==> config.mk <==
export PLATFORM = sky130hd
export DESIGN_NAME = lcd1602_ctrl
export DESIGN_NICKNAME = d
export VERILOG_FILES = /design/src/rtl/lcd1602_ctrl.sv
export SDC_FILE = /design/constraint.sdc
export NUM_CORES = 1
export LEC_CHECK = 0
export BUFFER_PORTS_ARGS = -buffer_cell sky130_fd_sc_hd__buf_2
export CAP_MARGIN = 10
export CORE_ASPECT_RATIO = 1.2
export CORE_MARGIN = 1.5
export CORE_UTILIZATION = 55
export CTS_CLUSTER_DIAMETER = 30
export DETAILED_ROUTE_END_ITERATION = 16
export PLACE_DENSITY = 0.77
export SYNTH_ARGS = -nofsm -noshare
export SYNTH_HDL_FRONTEND = slang
export SYNTH_SLANG_ARGS = --single-unit
==> constraint.sdc <==
create_clock -name Clk -period 9.6 [get_ports Clk]
set_input_delay 0.48 -clock Clk [delete_from_list [all_inputs] [get_ports Clk]]
set_output_delay 0.48 -clock Clk [all_outputs]
set_load 0.05 [all_outputs]
==> src/rtl/lcd1602_ctrl.sv <==
// HD44780-style 16x2 LCD controller: power-on wait, init command list, then endless refresh from a 32-byte buffer.
// Latency: each request pulse follows the driver's wr_done by exactly one cycle; delays are PWR_DLY_CYC / CLR_DLY_CYC cycles.
// Backpressure: one request outstanding at a time; the FSM holds in *_WAIT until the downstream driver returns wr_done.
module lcd1602_ctrl #(
    parameter int PWR_DLY_CYC = 750000,
    parameter int CLR_DLY_CYC = 100000
) (
    input  logic       Clk,
    input  logic       Rst,
    input  logic       char_we,
    input  logic [4:0] char_addr,
    input  logic [7:0] char_data,
    output logic       wr_cmd,
    output logic       wr_data,
    output logic [7:0] data,
    input  logic       wr_done,
    output logic       init_done
);

    // One shared delay counter serves both waits, so size it for the longer one.
    localparam int MAX_DLY = (PWR_DLY_CYC > CLR_DLY_CYC) ? PWR_DLY_CYC : CLR_DLY_CYC;
    localparam int CNT_W   = (MAX_DLY > 1) ? $clog2(MAX_DLY) : 1;

    // Terminal counts; 0 and 1 both collapse to a single-cycle wait.
    localparam logic [CNT_W-1:0] PWR_LAST = (PWR_DLY_CYC > 1) ? CNT_W'(PWR_DLY_CYC - 1) : '0;
    localparam logic [CNT_W-1:0] CLR_LAST = (CLR_DLY_CYC > 1) ? CNT_W'(CLR_DLY_CYC - 1) : '0;

    typedef enum logic [2:0] {
        PWR_WAIT,
        INIT_REQ,
        INIT_WAIT,
        CLR_WAIT,
        ADDR_REQ,
        ADDR_WAIT,
        CHAR_REQ,
        CHAR_WAIT
    } state_t;

    state_t           state;
    logic [CNT_W-1:0] dly_cnt;
    logic [1:0]       init_idx;
    logic             line;
    logic [3:0]       col;
    logic [7:0]       char_buf [32];

    // Function set 8-bit/2-line, display on, entry mode increment, clear.
    function automatic logic [7:0] init_cmd(input logic [1:0] idx);
        logic [7:0] cmd;
        case (idx)
            2'd0:    cmd = 8'h38;
            2'd1:    cmd = 8'h0C;
            2'd2:    cmd = 8'h06;
            default: cmd = 8'h01;
        endcase
        return cmd;
    endfunction

    // Character buffer: host writes land every cycle regardless of FSM state; reset fills with spaces.
    always_ff @(posedge Clk or posedge Rst) begin
        if (Rst) begin
            for (int i = 0; i < 32; i++) begin
                char_buf[i] <= 8'h20;
            end
        end else if (char_we) begin
            char_buf[char_addr] <= char_data;
        end
    end

    // Sequencer: the request strobe and its data byte are loaded on the edge that enters a *_REQ state,
    // so the pulse coincides with the REQ state and lands one cycle after the wr_done that triggered it.
    always_ff @(posedge Clk or posedge Rst) begin
        if (Rst) begin
            state     <= PWR_WAIT;
            dly_cnt   <= '0;
            init_idx  <= 2'd0;
            line      <= 1'b0;
            col       <= 4'd0;
            wr_cmd    <= 1'b0;
            wr_data   <= 1'b0;
            data      <= 8'h00;
            init_done <= 1'b0;
        end else begin
            wr_cmd  <= 1'b0;
            wr_data <= 1'b0;
            case (state)
                PWR_WAIT: begin
                    if (dly_cnt == PWR_LAST) begin
                        dly_cnt  <= '0;
                        init_idx <= 2'd0;
                        state    <= INIT_REQ;
                        wr_cmd   <= 1'b1;
                        data     <= init_cmd(2'd0);
                    end else begin
                        dly_cnt <= dly_cnt + CNT_W'(1);
                    end
                end
                INIT_REQ: begin
                    state <= INIT_WAIT;
                end
                INIT_WAIT: begin
                    if (wr_done) begin
                        if (init_idx == 2'd3) begin
                            state <= CLR_WAIT;
                        end else begin
                            init_idx <= init_idx + 2'd1;
                            state    <= INIT_REQ;
                            wr_cmd   <= 1'b1;
                            data     <= init_cmd(init_idx + 2'd1);
                        end
                    end
                end
                CLR_WAIT: begin
                    // Clear-display needs extra settling time before the first refresh.
                    if (dly_cnt == CLR_LAST) begin
                        dly_cnt   <= '0;
                        init_done <= 1'b1;
                        line      <= 1'b0;
                        state     <= ADDR_REQ;
                        wr_cmd    <= 1'b1;
                        data      <= 8'h80;
                    end else begin
                        dly_cnt <= dly_cnt + CNT_W'(1);
                    end
                end
                ADDR_REQ: begin
                    state <= ADDR_WAIT;
                end
                ADDR_WAIT: begin
                    if (wr_done) begin
                        col     <= 4'd0;
                        state   <= CHAR_REQ;
                        wr_data <= 1'b1;
                        data    <= char_buf[{line, 4'd0}];
                    end
                end
                CHAR_REQ: begin
                    state <= CHAR_WAIT;
                end
                CHAR_WAIT: begin
                    if (wr_done) begin
                        if (col == 4'd15) begin
                            // Line 1 wraps back to line 0 so the refresh never stops.
                            line   <= ~line;
                            state  <= ADDR_REQ;
                            wr_cmd <= 1'b1;
                            data   <= line ? 8'h80 : 8'hC0;
                        end else begin
                            col     <= col + 4'd1;
                            state   <= CHAR_REQ;
                            wr_data <= 1'b1;
                            data    <= char_buf[{line, col + 4'd1}];
                        end
                    end
                end
                default: begin
                    state <= PWR_WAIT;
                end
            endcase
        end
    end

endmodule
# [Yosys cells after proc, flatten, opt, wreduce, memory -nomap -nowiden]
# Index checks and enable logic that the tools add are counted.
[totals] regBits=297 input_bits=17 out_inout_bits=11 wordCells=140
[classes] add_sub_neg=3 n_lt_le_gt_ge=4 eq_ne=21 n_mux=53 bitwise=4 n_reduce_logical=14
[ops] op="$bwmux 256" count=1
[ops] op="$mux 8" count=12
[ops] op="$bmux 8 s5" count=2
[ops] op="$demux 8 s5" count=1
[ops] op="$mux 20" count=2
[ops] op="$pmux 20 s2" count=1
[ops] op="$pmux 8 s5" count=1
[ops] op="$pmux 3 s8" count=1
[ops] op="$add 20x1->20 const B" count=1
[ops] op="$eq 20x17->1 const B" count=1
[ops] op="$eq 20x20->1 const B" count=1
[ops] op="$ge 6x6->1 const B" count=3
[ops] op="$not 5->6" count=3
[ops] op="$pmux 6 s3" count=1
[ops] op="$ne 2x2->1 const B" count=8
[ops] op="$mux 3" count=5
[ops] op="$eq 3x3->1 const B" count=4
[ops] op="$mux 1" count=12
[ops] op="$mux 4" count=3
[ops] op="$reduce_and 4->1" count=3
[ops] op="$mux 2" count=5
[ops] op="$pmux 4 s2" count=1
[ops] op="$reduce_bool 2->1" count=4
[ops] op="$mux 7" count=1
[ops] op="other kinds (19)" count=22

# [Longest topological paths before layout]
# Gate-level depths: netlist of run 1.
[depth] ltp_word=8 depth_mapped=9 mapped_depth_nobuf=7

# [Worst setup path before layout of run 1]
# Ideal clock, no wire load.
[synth_timing] path_type="reg2reg" startpoint="reg col[1]" endpoint="reg data[5]" arrival_ns=2.453 t_required_ns=9.479 setup_slack_ns=7.026 path_stages_with_launch=9 path_buffers=2 path_cell_list="dfrtp_1 -> ha_1 -> buf_2 -> clkbuf_1 -> mux4_2 -> mux4_2 -> a221oi_1 -> a21oi_1 -> o22a_1"
[synth_between] elab_chain_len=8 word_cells_on_any_way=9
[synth_rtl] element="start: declaration" line_no="43" rtl="logic [3:0] col;"
[synth_rtl] element="start signal: assignment" line_no="148" rtl="col <= col + 4'd1;"
[synth_rtl] element="$add 4x1->4" line_no="151" rtl="data <= char_buf[{line, col + 4'd1}];"
[synth_rtl] element="$not 5->6 (implied by the code)" line_no="151"
[synth_rtl] element="$bmux 8 s5" line_no="151"
[synth_rtl] element="$mux 8 (implied by the code) (2 in series)" line_no="151"
[synth_rtl] element="$mux 8 (*)" line_no="141" rtl="if (col == 4'd15) begin"
[synth_rtl] element="$mux 8 (*)" line_no="140" rtl="if (wr_done) begin"
[synth_rtl] element="$pmux 8 s5 (*)" line_no="85" rtl="case (state)"
[synth_rtl] element="end signal: assignment" line_no="92" rtl="data <= init_cmd(2'd0);"
[synth_rtl] element="end signal: assignment" line_no="146" rtl="data <= line ? 8'h80 : 8'hC0;"
[synth_rtl] element="end signal: assignment" line_no="151"
[synth_rtl] element="end: declaration" line_no="15" rtl="output logic [7:0] data,"
# Mark *: on every way between the ends. The rest lies on a longest branch, timed or not. The select of a mux whose other input is x is not followed.
# A chain may end at the register's enable or synchronous reset.

# [Final worst setup path of run 1]
[layout_timing] startpoint="reg col[0]" endpoint="reg data[3]"
# The elaborated chain is that of the path after synthesis.

==> results of run 1 <==
[cell families after synthesis]
logic type	count (synthesis)	synth area share [%]
compound gates	50	2.54
simple gates	169	5.88
mux	358	34.6
fa+ha+maj	6	0.532
xor+xnor	21	1.36
flops	297	52.9
buf+inv	71	2.15
[layer usage]
metal	global-route usage, %	routed length (um)	share of wire, %
met1	33.2	13600	40
met2	45.3	16900	50
met3	5.86	1940	5.8
met4	10.5	1270	3.8
met5	0	0	0
[registers in the layout (all words and copies together) (netlist names)]
| register | cells |
|---|---|
| col | 4 |
| wr_cmd | 1 |
| state | 3 |
| char_buf | 256 |
| init_done | 1 |
| init_idx | 2 |
| dly_cnt | 20 |
| line | 1 |
| wr_data | 1 |
| data | 8 |
[stage by stage]
| step | cell area, um^2 | hold slack [ps] | util [%] | instances |
|---|---|---|---|---|
| after floorplan | 14100 | 451 | - | 972 |
| after global placement | 14500 | 445 | 57.2 | 1281 |
| after detailed placement | 14500 | 489 | 57.2 | 1282 |
| after CTS | 16200 | 247 | 63.9 | 1374 |
| after global routing | 16200 | 261 | 63.9 | 1375 |
| final | 16200 | 174 | 63.9 | 1376 |
[worst reg2reg max path: cells and delay by family (launching register included)]
family          cells  cell delay, ps
compound gates      1              90
mux                 3            1330
flops               1             650
buf+inv             1             670
simple gates        1              60
fa+ha+maj           1             690
[final cells by class]
type	count	area, um^2
repair buffers	43	263
clock inverters	32	382
inverters	9	41.3
multi-input cells	604	6350
clock buffers	60	1310
fillers	1772	9150
well taps	330	413
diodes	1	2.50
flip-flops and latches	297	7480
[layout by cell type (no fill, tap or decap), types with 7 or more instances in the layout]
cell type,instances
mux2i_1,13
nand3_1,17
clkbuf_16,49
nand2_1,49
xor2_1,12
nand2b_1,7
inv_1,8
dfrtp_1,264
clkbuf_1,7
o21ai_0,11
buf_2,27
mux4_2,77
mux2_2,268
nor3_1,7
a21oi_1,7
dfstp_2,32
xnor2_1,7
and3_1,9
buf_4,14
nor2_1,44
clkinv_2,9
[worst paths after layout]
| check | start | endpoint | slack (ps) | cells past startpoint |
|---|---|---|---|---|
| worst max-delay path | col[0] | data[3] | 5960 | 7 |
| worst min register to register | init_done | init_done | 490 | 1 |
| worst min-delay path | Rst | char_buf[160] | 170 | 2 |
| max in group asynchronous | Rst | char_buf[115] | 7910 | 3 |
| min in group Clk | wr_done | wr_cmd | 270 | 3 |
| worst max register to register | col[0] | data[3] | 5960 | 7 |
[report_power, final]
| group | internal (mW) | switching, mW |
|---|---|---|
| clock | 1.14 | 0.627 |
| sequential | 1.51 | 0.165 |
| combinational | 0.578 | 0.509 |
==> impl_metrics.json, run 1 <==
{
  "grt_setup_unrepaired": "false",
  "fp.coreArea_mm2": 0.0254,
  "antenna_found_initial": 1,
  "cellPowerDensity_mw_per_mm2": 279,
  "critPathSlowestCell": "ha_2",
  "ant_nets": 0,
  "grt_usage_pct": 26.6,
  "critPathLaunchType": "register",
  "yosysMostFrequentCell": "mux2_2",
  "slew_violations": 0,
  "finalNetCount": 1027,
  "htree_levels": 2,
  "cts_buffers": 49,
  "tightest_slew_ps": 1210,
  "mappedNetlistArea_mm2": 0.0141,
  "cts_root_buf": "clkbuf_16",
  "port_buffers": 27,
  "dieHeight_um": 178,
  "fin_skew_ps": 15.7,
  "synth.distinct_cells": 55,
  "cts_max_path_buffers": 3,
  "syn_inst": 972,
  "firstDrtPassIters": 5,
  "drc_errors": 0,
  "ys.warnings.count": 0,
  "ir_worst_vdd_uv": 164,
  "worst_setup_path_end_kind": "register",
  "initial_core_util_pct": 55.6,
  "crit_family": "multiplexers",
  "clock_sinks": 297,
  "synth_top_cell_by_area": "dfrtp_1",
  "post_drt_wl_per_cell_um": 24.5,
  "avgSynthCellArea_um2": 14.5,
  "cts_resized": 0,
  "timing.fmax_ghz": 0.275,
  "synth_common_cells": "mux2_2 (268), dfrtp_1 (265), mux4_2 (77), nand2_1 (49), clkbuf_1 (45)",
  "syn2layout_area_growth_pct": 15.0,
  "worstSetupPathType": "register to register",
  "cts_hold_buf": 0,
  "fin_crit_sh_pct": 37.9,
  "async_flop_share_pct": 100,
  "io_pins": 28,
  "fin_tns_setup_ps": 0,
  "drt_iter0_markers": 618,
  "die_w_um": 149,
  "synthDominantCellAreaShare_pct": 47.0,
  "grt_pass1_wl_mm": 53.0,
  "cts_tree": "done",
  "crit_chain": "ha_2 -> buf_4 -> mux4_2 -> mux4_2 -> mux2_2 -> nand2_1 -> a31oi_1",
  "seq_area_frac_synth_pct": 52.9,
  "drive_gt1_share_pct": 49.6,
  "cp_num_buf_inv": 1,
  "ys_ff_latch": 297,
  "pre_cts_ws_ps": 5980,
  "synth_edf_count": 0,
  "routabilityCongestion": 0.814,
  "insertion_delay_ps": 550,
  "rows": 64,
  "die_area_mm2": 0.0266,
  "cts_setup_buffers": 0,
  "setup_viol": 0,
  "grt_max_degree": 158,
  "setup_ws_ps": 5960,
  "path_common_cell": "mux4_2",
  "synth-main-ff-cell": "dfrtp_1",
  "cpPeakStageDelay_ps": 680,
  "outcome": "complete, no violations",
  "cp.arrival_ps": 4020,
  "syn-num-nets": 995,
  "hp-class": "input port to asynchronous set/reset pin",
  "relSlewSlack_pct": 19.2,
  "grt_overflow": 0,
  "period_needed_ps": 3640,
  "grt_pass1_vias": 9257,
  "max_cap_violations": 0,
  "via_per_inst": 6.17,
  "vias": 8494,
  "crit_required_ps": 9980,
  "finalHoldViolations": 0,
  "synthTopCellsByArea": "dfrtp_1 (47%), mux2_2 (21%), mux4_2 (12%)",
  "routed_wl_mm": 33.7,
  "p_leak_nw": 7.17,
  "path_clk_slew_ps": 50,
  "p_total_mw": 4.53,
  "path_max_fanout": 49,
  "hpwl_mm": 21.4
}
Power figures use the tool's default switching activity.
==> run 2: changes to the inputs <==
Clock period 9.6 ns to 3.7 ns, I/O delays scaled along.
==> impl_metrics.json, run 2 (synthesis gave the netlist of run 1 again) <==
{
  "critPathSlowestCell": "mux4_2",
  "hpwl_mm": 20.1,
  "finalNetCount": 1024,
  "switchingPower_mw": 3.34,
  "routed_wl_mm": 31.8,
  "cp.arrival_ps": 3310,
  "initial_core_util_pct": 55.6,
  "hp-class": "input port to register",
  "top_register": "char_buf",
  "ir_worst_vdd_uv": 375,
  "reg_top3": "char_buf (256), dly_cnt (20), data (8)",
  "r2r_end": "data[5]",
  "worstSetupPathType": "register to register",
  "layout_commonest_cell": "mux2_2",
  "grt_pass1_wl_mm": 50.7,
  "setup_viol": 0,
  "die_w_um": 149,
  "die_area_mm2": 0.0266,
  "p_leak_nw": 7.15,
  "antenna_found_initial": 1,
  "cts_resized": 0,
  "p_int_mw": 8.43,
  "cts_buffers": 48,
  "power.switching_fraction_pct": 28.4,
  "fin_skew_ps": 21.4,
  "place_inst": 1279,
  "r2r_slack_ps": 800,
  "worst_setup_path_end_kind": "register",
  "cts_max_path_buffers": 3,
  "power_frac_clock_pct": 38.5,
  "drt_iter0_markers": 392,
  "grt_setup_unrepaired": "false",
  "cts_hold_buf": 2,
  "drc_errors": 0,
  "crit_required_ps": 4110,
  "timing.fmax_ghz": 0.345,
  "hp-start": "char_data[4]",
  "dieHeight_um": 178,
  "slew_violations": 0,
  "fin_crit_sh_pct": 78.3,
  "port_buffers": 27,
  "syn2layout_area_growth_pct": 15.1,
  "period_needed_ps": 2900,
  "outcome": "complete, no violations",
  "cellPowerDensity_mw_per_mm2": 724,
  "insertion_delay_ps": 540,
  "finalHoldViolations": 0,
  "p_seq_share_pct": 36.8,
  "drive_gt1_share_pct": 49.4,
  "routabilityCongestion": 0.837,
  "fin_cells": 1367,
  "grt_max_degree": 83,
  "htree_levels": 2,
  "relSlewSlack_pct": 30.4,
  "crit_chain": "buf_12 -> nand3_1 -> xor2_2 -> buf_4 -> mux4_2 -> a221oi_1 -> a21oi_1 -> o22a_1",
  "max_cap_violations": 0,
  "firstDrtPassIters": 5,
  "grt_overflow": 0,
  "fp.coreArea_mm2": 0.0254,
  "path_clk_slew_ps": 60,
  "vias": 8437,
  "ant_nets": 0,
  "post_drt_wl_per_cell_um": 23.2,
  "grt_usage_pct": 25.2,
  "timing.rr.start": "col[0]",
  "grt_pass1_vias": 8916,
  "tightest_slew_ps": 1040,
  "critPathLaunchType": "register",
  "worstHoldEndpoint": "char_buf[116]",
  "cts_setup_buffers": 0,
  "cts_root_buf": "clkbuf_16",
  "layout_common_cells": "mux2_2 (268), dfrtp_1 (264), mux4_2 (77)",
  "path_max_fanout": 68,
  "cpPeakStageDelay_ps": 550,
  "rows": 64,
  "whs_path_depth": 2,
  "r2r_cells": 8,
  "via_per_inst": 6.17,
  "largest_reg_flops": 256,
  "clock_sinks": 297,
  "cts_tree": "done",
  "whs_ps": 288,
  "io_pins": 28,
  "num_antenna_cells": 0,
  "pwr-share-comb_pct": 24.7
}
## run 2: cell types whose count changed in the layout (fill, tap and decap cells not counted), sizes merged, moves of 2 or more
cell	change
clkinv	-6
buf	-4
clkinvlp	+3
clkbuf	-2
dlygate4sd3	+2
## run 2: metal layers
metal	part of all wire (%)	track usage [%]
met1	42	34.0
met2	50	41.2
met3	4.2	3.99
met4	3.5	9.57
met5	0.041	0
## run 2: power groups by stage
stage	sequential (mW)	combinational (mW)	clock (mW)
after detailed placement	4.36	2.89	0
after global placement	4.33	2.84	0
after global routing	4.40	3.08	4.76
after CTS	4.32	2.92	4.59
after floorplan	4.33	2.14	0
final	4.33	2.90	4.53
## run 2: metrics by stage
stage | TNS, ps | setup WS, ps | power (mW) | utilization (%) | instance area, um^2
final | 0 | 803 | 11.8 | 64.0 | 16200
after global placement | 0 | 743 | 7.16 | 57.4 | 14600
after global routing | 0 | 568 | 12.2 | 64.0 | 16200
after detailed placement | 0 | 784 | 7.25 | 57.4 | 14600
after CTS | 0 | 754 | 11.8 | 64.0 | 16200
after floorplan | -107050 | -404 | 6.46 | - | 14100
## run 2: cell type report
| type | count | area, um^2 |
|---|---|---|
| Clock inverter | 28 | 343 |
| Sequential cell | 297 | 7480 |
| Fill cell | 1801 | 9140 |
| Timing Repair Buffer | 41 | 308 |
| Clock buffer | 58 | 1320 |
| Tap cell | 330 | 413 |
| Multi-Input combinational cell | 604 | 6350 |
| Inverter | 9 | 37.5 |
## run 2: worst max path at each step
stage / start / end / cells after the start
after CTS: col[0] / data[5] / 8
after global routing: col[0] / data[5] / 8
final: col[0] / data[5] / 8
after global placement: col[0] / data[5] / 8
after detailed placement: col[0] / data[5] / 8
after floorplan: Rst / char_buf[0] / 1
## run 2: worst max-delay path, delay by kind of cell (launching register included)
family | cells | cell delay, ps
compound gates | 3 | 620
xor+xnor | 1 | 180
buf+inv | 2 | 740
flops | 1 | 420
mux | 1 | 550
simple gates | 1 | 260
